[config.mk]
export PLATFORM = sky130hd
export DESIGN_NAME = adc_sample_capture
export DESIGN_NICKNAME = d
export VERILOG_FILES = /design/src/rtl/adc_capture_pkg.sv /design/src/rtl/sample_fifo.sv /design/src/rtl/adc_sample_capture.sv
export SDC_FILE = /design/constraint.sdc
export NUM_CORES = 1
export LEC_CHECK = 0
export CAP_MARGIN = 0
export CELL_PAD_IN_SITES_DETAIL_PLACEMENT = 1
export CELL_PAD_IN_SITES_GLOBAL_PLACEMENT = 1
export CORE_MARGIN = 1
export CORE_UTILIZATION = 45
export CTS_CLUSTER_SIZE = 28
export DETAILED_ROUTE_END_ITERATION = 10
export PLACE_DENSITY_LB_ADDON = 0.1
export SYNTH_ARGS = -nofsm -noshare
export SYNTH_HDL_FRONTEND = slang
export SYNTH_SLANG_ARGS = --single-unit
[constraint.sdc]
create_clock -name clk -period 2.77 [get_ports clk]
set_clock_uncertainty 0.1 [all_clocks]
set_input_delay 0.277 -clock clk [delete_from_list [all_inputs] [get_ports clk]]
set_output_delay 0.277 -clock clk [all_outputs]
set_load 0.01 [all_outputs]
[src/rtl/adc_capture_pkg.sv]
// Shared types and helpers for the ADC capture front end.
package adc_capture_pkg;

    localparam int ADC_DATA_SIZE   = 14;
    localparam int DROP_COUNT_SIZE = 16;

    typedef logic [ADC_DATA_SIZE-1:0] sample_t;

    function automatic sample_t offset_to_twos(input sample_t w);
        return {~w[ADC_DATA_SIZE-1], w[ADC_DATA_SIZE-2:0]};
    endfunction

endpackage

[src/rtl/sample_fifo.sv]
// First-word fall-through FIFO; a push while full is accepted only alongside a pop.
module sample_fifo #(
    parameter int DEPTH = 4,
    parameter int WIDTH = 14
) (
    input  logic             clk,
    input  logic             rstN,
    input  logic             push_i,
    input  logic [WIDTH-1:0] data_i,
    input  logic             pop_i,
    output logic [WIDTH-1:0] data_o,
    output logic             full_o,
    output logic             empty_o
);

    localparam int AW = $clog2(DEPTH);

    logic [AW:0]      wr_ptr_q, wr_ptr_d;
    logic [AW:0]      rd_ptr_q, rd_ptr_d;
    logic [WIDTH-1:0] mem_q [DEPTH];
    logic             do_push;
    logic             do_pop;

    // Extra pointer bit distinguishes full from empty when the indices match.
    assign empty_o = (wr_ptr_q == rd_ptr_q);
    assign full_o  = (wr_ptr_q[AW] != rd_ptr_q[AW]) &&
                     (wr_ptr_q[AW-1:0] == rd_ptr_q[AW-1:0]);

    assign do_pop  = pop_i & ~empty_o;
    assign do_push = push_i & (~full_o | do_pop);

    assign wr_ptr_d = do_push ? wr_ptr_q + 1'b1 : wr_ptr_q;
    assign rd_ptr_d = do_pop  ? rd_ptr_q + 1'b1 : rd_ptr_q;

    always_ff @(posedge clk or negedge rstN) begin
        if (!rstN) begin
            wr_ptr_q <= '0;
            rd_ptr_q <= '0;
        end else begin
            wr_ptr_q <= wr_ptr_d;
            rd_ptr_q <= rd_ptr_d;
        end
    end

    always_ff @(posedge clk) begin
        if (do_push) begin
            mem_q[wr_ptr_q[AW-1:0]] <= data_i;
        end
    end

    // Head is forced to zero while empty so storage needs no reset.
    assign data_o = empty_o ? '0 : mem_q[rd_ptr_q[AW-1:0]];

endmodule

[src/rtl/adc_sample_capture.sv]
// ADC capture front end: edge detect, offset-binary conversion, optional block
// averaging (compiled in by ADC_CAPTURE_AVG_EN), output FIFO and drop accounting.
module adc_sample_capture
    import adc_capture_pkg::*;
#(
    parameter int INPUT_DATA_SIZE = ADC_DATA_SIZE,
    parameter int FIFO_DEPTH      = 4,
    parameter int AVG_LOG2        = 2
) (
    input  logic                       clk,
    input  logic                       rstN,
    input  logic                       enable,
    input  logic                       offsetBinary,
    input  logic [INPUT_DATA_SIZE-1:0] adcData,
    input  logic                       adcDataReady,
    output logic [INPUT_DATA_SIZE-1:0] outputData,
    output logic                       outputValid,
    input  logic                       outputReady,
    output logic                       overflow,
    input  logic                       clearOverflow,
    output logic [DROP_COUNT_SIZE-1:0] dropCount
);

    logic                       rdy_hist_q;
    logic                       capture;
    logic                       vld_p0_q;
    logic [INPUT_DATA_SIZE-1:0] data_p0_q;
    logic                       push_vld;
    logic [INPUT_DATA_SIZE-1:0] push_data;
    logic                       fifo_full;
    logic                       fifo_empty;
    logic                       pop;
    logic                       drop;
    logic                       overflow_q, overflow_d;
    logic [DROP_COUNT_SIZE-1:0] drop_cnt_q, drop_cnt_d;

    function automatic logic [DROP_COUNT_SIZE-1:0] sat_inc(input logic [DROP_COUNT_SIZE-1:0] c);
        return (&c) ? c : c + 1'b1;
    endfunction

    assign capture = enable & adcDataReady & ~rdy_hist_q;

    // Stage p0: capture and convert on the rising edge of data-ready.
    always_ff @(posedge clk or negedge rstN) begin
        if (!rstN) begin
            rdy_hist_q <= 1'b0;
            vld_p0_q   <= 1'b0;
        end else begin
            rdy_hist_q <= adcDataReady;
            vld_p0_q   <= capture;
        end
    end

    always_ff @(posedge clk) begin
        if (capture) begin
            data_p0_q <= offsetBinary ? offset_to_twos(adcData) : adcData;
        end
    end

`ifdef ADC_CAPTURE_AVG_EN
    localparam int ACC_W = INPUT_DATA_SIZE + AVG_LOG2;
    localparam logic [AVG_LOG2-1:0] CNT_LAST = '1;

    logic signed [ACC_W-1:0]    acc_q;
    logic signed [ACC_W-1:0]    acc_sum;
    logic [AVG_LOG2-1:0]        cnt_q;
    logic                       vld_p1_q;
    logic [INPUT_DATA_SIZE-1:0] data_p1_q;
    logic                       blk_done;

    function automatic logic [INPUT_DATA_SIZE-1:0] floor_avg(input logic signed [ACC_W-1:0] s);
        logic signed [ACC_W-1:0] sh;
        sh = s >>> AVG_LOG2;
        return sh[INPUT_DATA_SIZE-1:0];
    endfunction

    assign acc_sum  = acc_q + ACC_W'(signed'(data_p0_q));
    assign blk_done = enable & vld_p0_q & (cnt_q == CNT_LAST);

    // Stage p1: accumulate; the block's final sample emits the floored mean.
    always_ff @(posedge clk or negedge rstN) begin
        if (!rstN) begin
            acc_q    <= '0;
            cnt_q    <= '0;
            vld_p1_q <= 1'b0;
        end else begin
            vld_p1_q <= blk_done;
            if (!enable || blk_done) begin
                acc_q <= '0;
                cnt_q <= '0;
            end else if (vld_p0_q) begin
                acc_q <= acc_sum;
                cnt_q <= cnt_q + 1'b1;
            end
        end
    end

    always_ff @(posedge clk) begin
        if (blk_done) begin
            data_p1_q <= floor_avg(acc_sum);
        end
    end

    assign push_vld  = vld_p1_q;
    assign push_data = data_p1_q;
`else
    assign push_vld  = vld_p0_q;
    assign push_data = data_p0_q;
`endif

    assign outputValid = ~fifo_empty;
    assign pop         = outputValid & outputReady;
    assign drop        = push_vld & fifo_full & ~pop;

    // A drop in the same cycle as a clear restarts the count at one.
    always_comb begin
        overflow_d = overflow_q;
        drop_cnt_d = drop_cnt_q;
        if (drop) begin
            overflow_d = 1'b1;
            drop_cnt_d = clearOverflow ? DROP_COUNT_SIZE'(1) : sat_inc(drop_cnt_q);
        end else if (clearOverflow) begin
            overflow_d = 1'b0;
            drop_cnt_d = '0;
        end
    end

    always_ff @(posedge clk or negedge rstN) begin
        if (!rstN) begin
            overflow_q <= 1'b0;
            drop_cnt_q <= '0;
        end else begin
            overflow_q <= overflow_d;
            drop_cnt_q <= drop_cnt_d;
        end
    end

    assign overflow  = overflow_q;
    assign dropCount = drop_cnt_q;

    sample_fifo #(
        .DEPTH (FIFO_DEPTH),
        .WIDTH (INPUT_DATA_SIZE)
    ) u_fifo (
        .clk     (clk),
        .rstN    (rstN),
        .push_i  (push_vld),
        .data_i  (push_data),
        .pop_i   (outputReady),
        .data_o  (outputData),
        .full_o  (fifo_full),
        .empty_o (fifo_empty)
    );

endmodule

==> results.md <==
- Outcome: finished clean
- Placed Area: 4690 um2
- Diodes inserted: 0
- Detailed Place HPWL: 5430 um
- Via density: 5.48
- Max Cap Violations: 0
- TNS Setup: 0 ns
- Clock sink count: 95
- Global-route wire length before repair: 12300 um
- Total CTS buffers: 9
- Postcts setup bufs: 0
- Pin count of the biggest net entering global routing: 26
- Pleak: 1.73 nW
- Crit path buf inv count: 2
- Worst Setup Start Kind: flop
- Hold crit path type: in2async
- Syn-to-layout area delta: 22.6%
- Yosys cell types: 41
- Filler cell count: 785
- Worst Setup End Kind: output port
- GP Congestion: 0.755
- Cell Chain, Critical Path: buf_4, mux4_2, and2_1, clkdlybuf4s50_1
- Gr usage total: 18.9%
- CP max stage delay: 0.52 ns
- Syn Inst Count: 238
- Layout cells sized above 1: 18.0%
- Initial antenna violation count: 0
- H-tree depth: 3
- Sequential area share after synthesis: 68.5%
- Clock period minus worst slack: 2.67 ns
- Yosys reg bits: 95
- Mean area per synthesized cell: 16.7 um2
- CTS max path bufs: 2
- Avg WL per Cell: 18.9 um
- Mapped Area: 3980 um2
- Via count: 2279
- Chip width: 96.1 um
- Critical path peak fanout: 6
- Vias in the first global route: 2312
- Worst-margin pin slew: 0.485 ns
- Top delay family on crit path: buffers and inverters
- CTS root buffer: clkbuf_8
- Yosys Warn Count: 0
- Worst Hold Slack: 0.176 ns
- 1st-iter DRT viols: 93
- Asr flop ratio synth: 26.3%
- Final hold vios: 0
- Fmax: 375 MHz
- Die ar.: 9230 um2
- RSZ-0062 raised after global routing: false
- Clock latency on the worst-skew pair: 0.36 ns
- Worst EP arrival: 2.29 ns
- Number of remaining DRC errors: 0
- Core Footprint: 8380 um2
- R2R setup slack: 0.60 ns
- # rows: 33
- Worst ir drop on vdd: 0.427 mV
- Worst-path clk slew: 0.09 ns
- CP Data Required Time: 2.39 ns
- Slew headroom: 67.5%
- CTS tree: built
- Final period utilization: 96.3%
- PortBufs: 52
- Antenna Nets Post-Route: 0
- NumNets Final: 333
- Hold buffers post-CTS: 0
- Gr ovfl total: 0
- Kind of critical path: reg2out
- WL final: 7850 um
- Post-synth EDFFs: 70
- Worst path slowest cell: dfrtp_2
- Chip height: 96.1 um
- Fin. max-slew vios: 0
- Io pins: 53
- Post-Syn Nets: 265
- Pwr dens: 833 nW/um2
- Ys flop type: edfxtp_1
- Starting Density: 47.5%
- Design Area, Final: 4880 um2
- DRT Pass-1 Iters: 4
- # setup viols final: 0
-- placed cells by master (no fill, tap or decap), types with 2 or more instances in the layout --
cell type / netlist / layout
clkdlybuf4s50_1: 0 / 52
inv_1: 7 / 7
nand3_1: 5 / 5
xor2_4: 2 / 2
and3_1: 3 / 3
nor2b_1: 2 / 2
inv_6: 0 / 2
buf_4: 0 / 15
ha_1: 6 / 6
clkbuf_8: 0 / 9
o21ai_1: 3 / 3
nor2_1: 10 / 10
xnor2_1: 6 / 5
edfxtp_1: 70 / 70
or3_1: 2 / 2
xor2_1: 10 / 10
nand4_1: 10 / 10
mux4_2: 13 / 13
clkinvlp_4: 0 / 3
nand4b_1: 2 / 2
mux2_2: 2 / 2
nand2_1: 6 / 5
and4_1: 4 / 4
o21ai_0: 7 / 7
a21oi_1: 2 / 2
dfrtp_1: 25 / 24
and2_1: 15 / 15
-- synth_stat cells, types with 2 or more instances --
library cell,number,area share (%)
edfxtp_1,70,53
dfrtp_1,25,16
and2_1,15,2.4
mux4_2,13,7.3
nand4_1,10,1.6
nor2_1,10,0.94
xor2_1,10,2.2
inv_1,7,0.66
o21ai_0,7,0.88
ha_1,6,1.9
nand2_1,6,0.57
xnor2_1,6,1.3
buf_2,5,0.63
nand3_1,5,0.63
and4_1,4,0.88
and3_1,3,0.47
clkbuf_1,3,0.28
o21ai_1,3,0.38
a21oi_1,2,0.25
buf_6,2,0.57
mux2_2,2,0.57
nand4b_1,2,0.44
nor2b_1,2,0.31
or3_1,2,0.31
xor2_4,2,1.4
-- flip-flops by register name (all words and copies together), names as in the netlist --
register,count
rdy_hist_q,1
overflow,1
data_p0_q,14
dropCount,16
push_vld,1
u_fifo.rd_ptr_q,3
u_fifo.mem_q,56
u_fifo.wr_ptr_q,3
-- cell families (layout without fill, tap and decap cells) --
| logic type | Yosys count | count (layout) | share of synthesized area, % |
|---|---|---|---|
| AOI/OAI and AO/OA | 20 | 20 | 3.61 |
| xor gates and xnor gates | 18 | 18 | 4.90 |
| adders and majority gates | 6 | 6 | 1.88 |
| buffers and inverters | 17 | 90 | 2.14 |
| DFF | 95 | 95 | 68.5 |
| muxes | 16 | 16 | 8.57 |
| and+or+nand+nor | 66 | 66 | 10.4 |
-- cell type report --
class / count / area (um2) / share of cell area [%]
Clock inverter: 6 / 51.3 / 1.05
Clock buffer: 10 / 128 / 2.61
Sequential cell: 95 / 2730 / 55.9
Tap cell: 105 / 131 / 2.69
Multi-Input combinational cell: 126 / 1190 / 24.3
Inverter: 7 / 26.3 / 0.538
Timing Repair Buffer: 67 / 633 / 13.0
-- where the power goes --
part	total, W	leakage, nW	switching [W]	internal, W
registers	0.00175	0.967	0.000122	0.00163
clock network	0.000841	0.0814	0.000502	0.000339
logic	0.00147	0.682	0.000657	0.000816
-- repair_timing --
item,4_1_cts,5_1_grt
endpoints found under the setup margin,15,10
pin swaps,0,0
gates resized for setup,3,1
-- worst paths after layout --
kind,from,end,cells after the start
max,u_fifo.rd_ptr_q[0],outputData[0],4
min,rstN,u_fifo.wr_ptr_q[1],2
max reg2reg,u_fifo.wr_ptr_q[1],dropCount[11],6
min reg2reg,overflow,overflow,1
max in group asynchronous,rstN,u_fifo.rd_ptr_q[0],2
min in group clk,adcDataReady,rdy_hist_q,1
-- metal layers --
metal / up-vias / track usage [%] / share of wire [%]
li1: 1046 / - / -
met1: 1153 / 25.6 / 44
met2: 70 / 30.0 / 49
met3: 10 / 3.87 / 5.1
met4: 0 / 7.84 / 1.7
met5: - / 0 / 0
-- stage by stage --
step	cells	setup WS (ns)	utilization [%]	total power, W
6_report	416	0.102	58.3	0.00407
5_1_grt	416	0.00143	58.3	0.00429
4_1_cts	416	0.0435	58.2	0.00412
3_5_place_dp	400	0.0468	55.9	0.00326
3_3_place_gp	400	0.185	55.9	0.00319
2_1_floorplan	238	0.567	-	0.00261
Note: power is estimated with default switching activity, not from simulation.
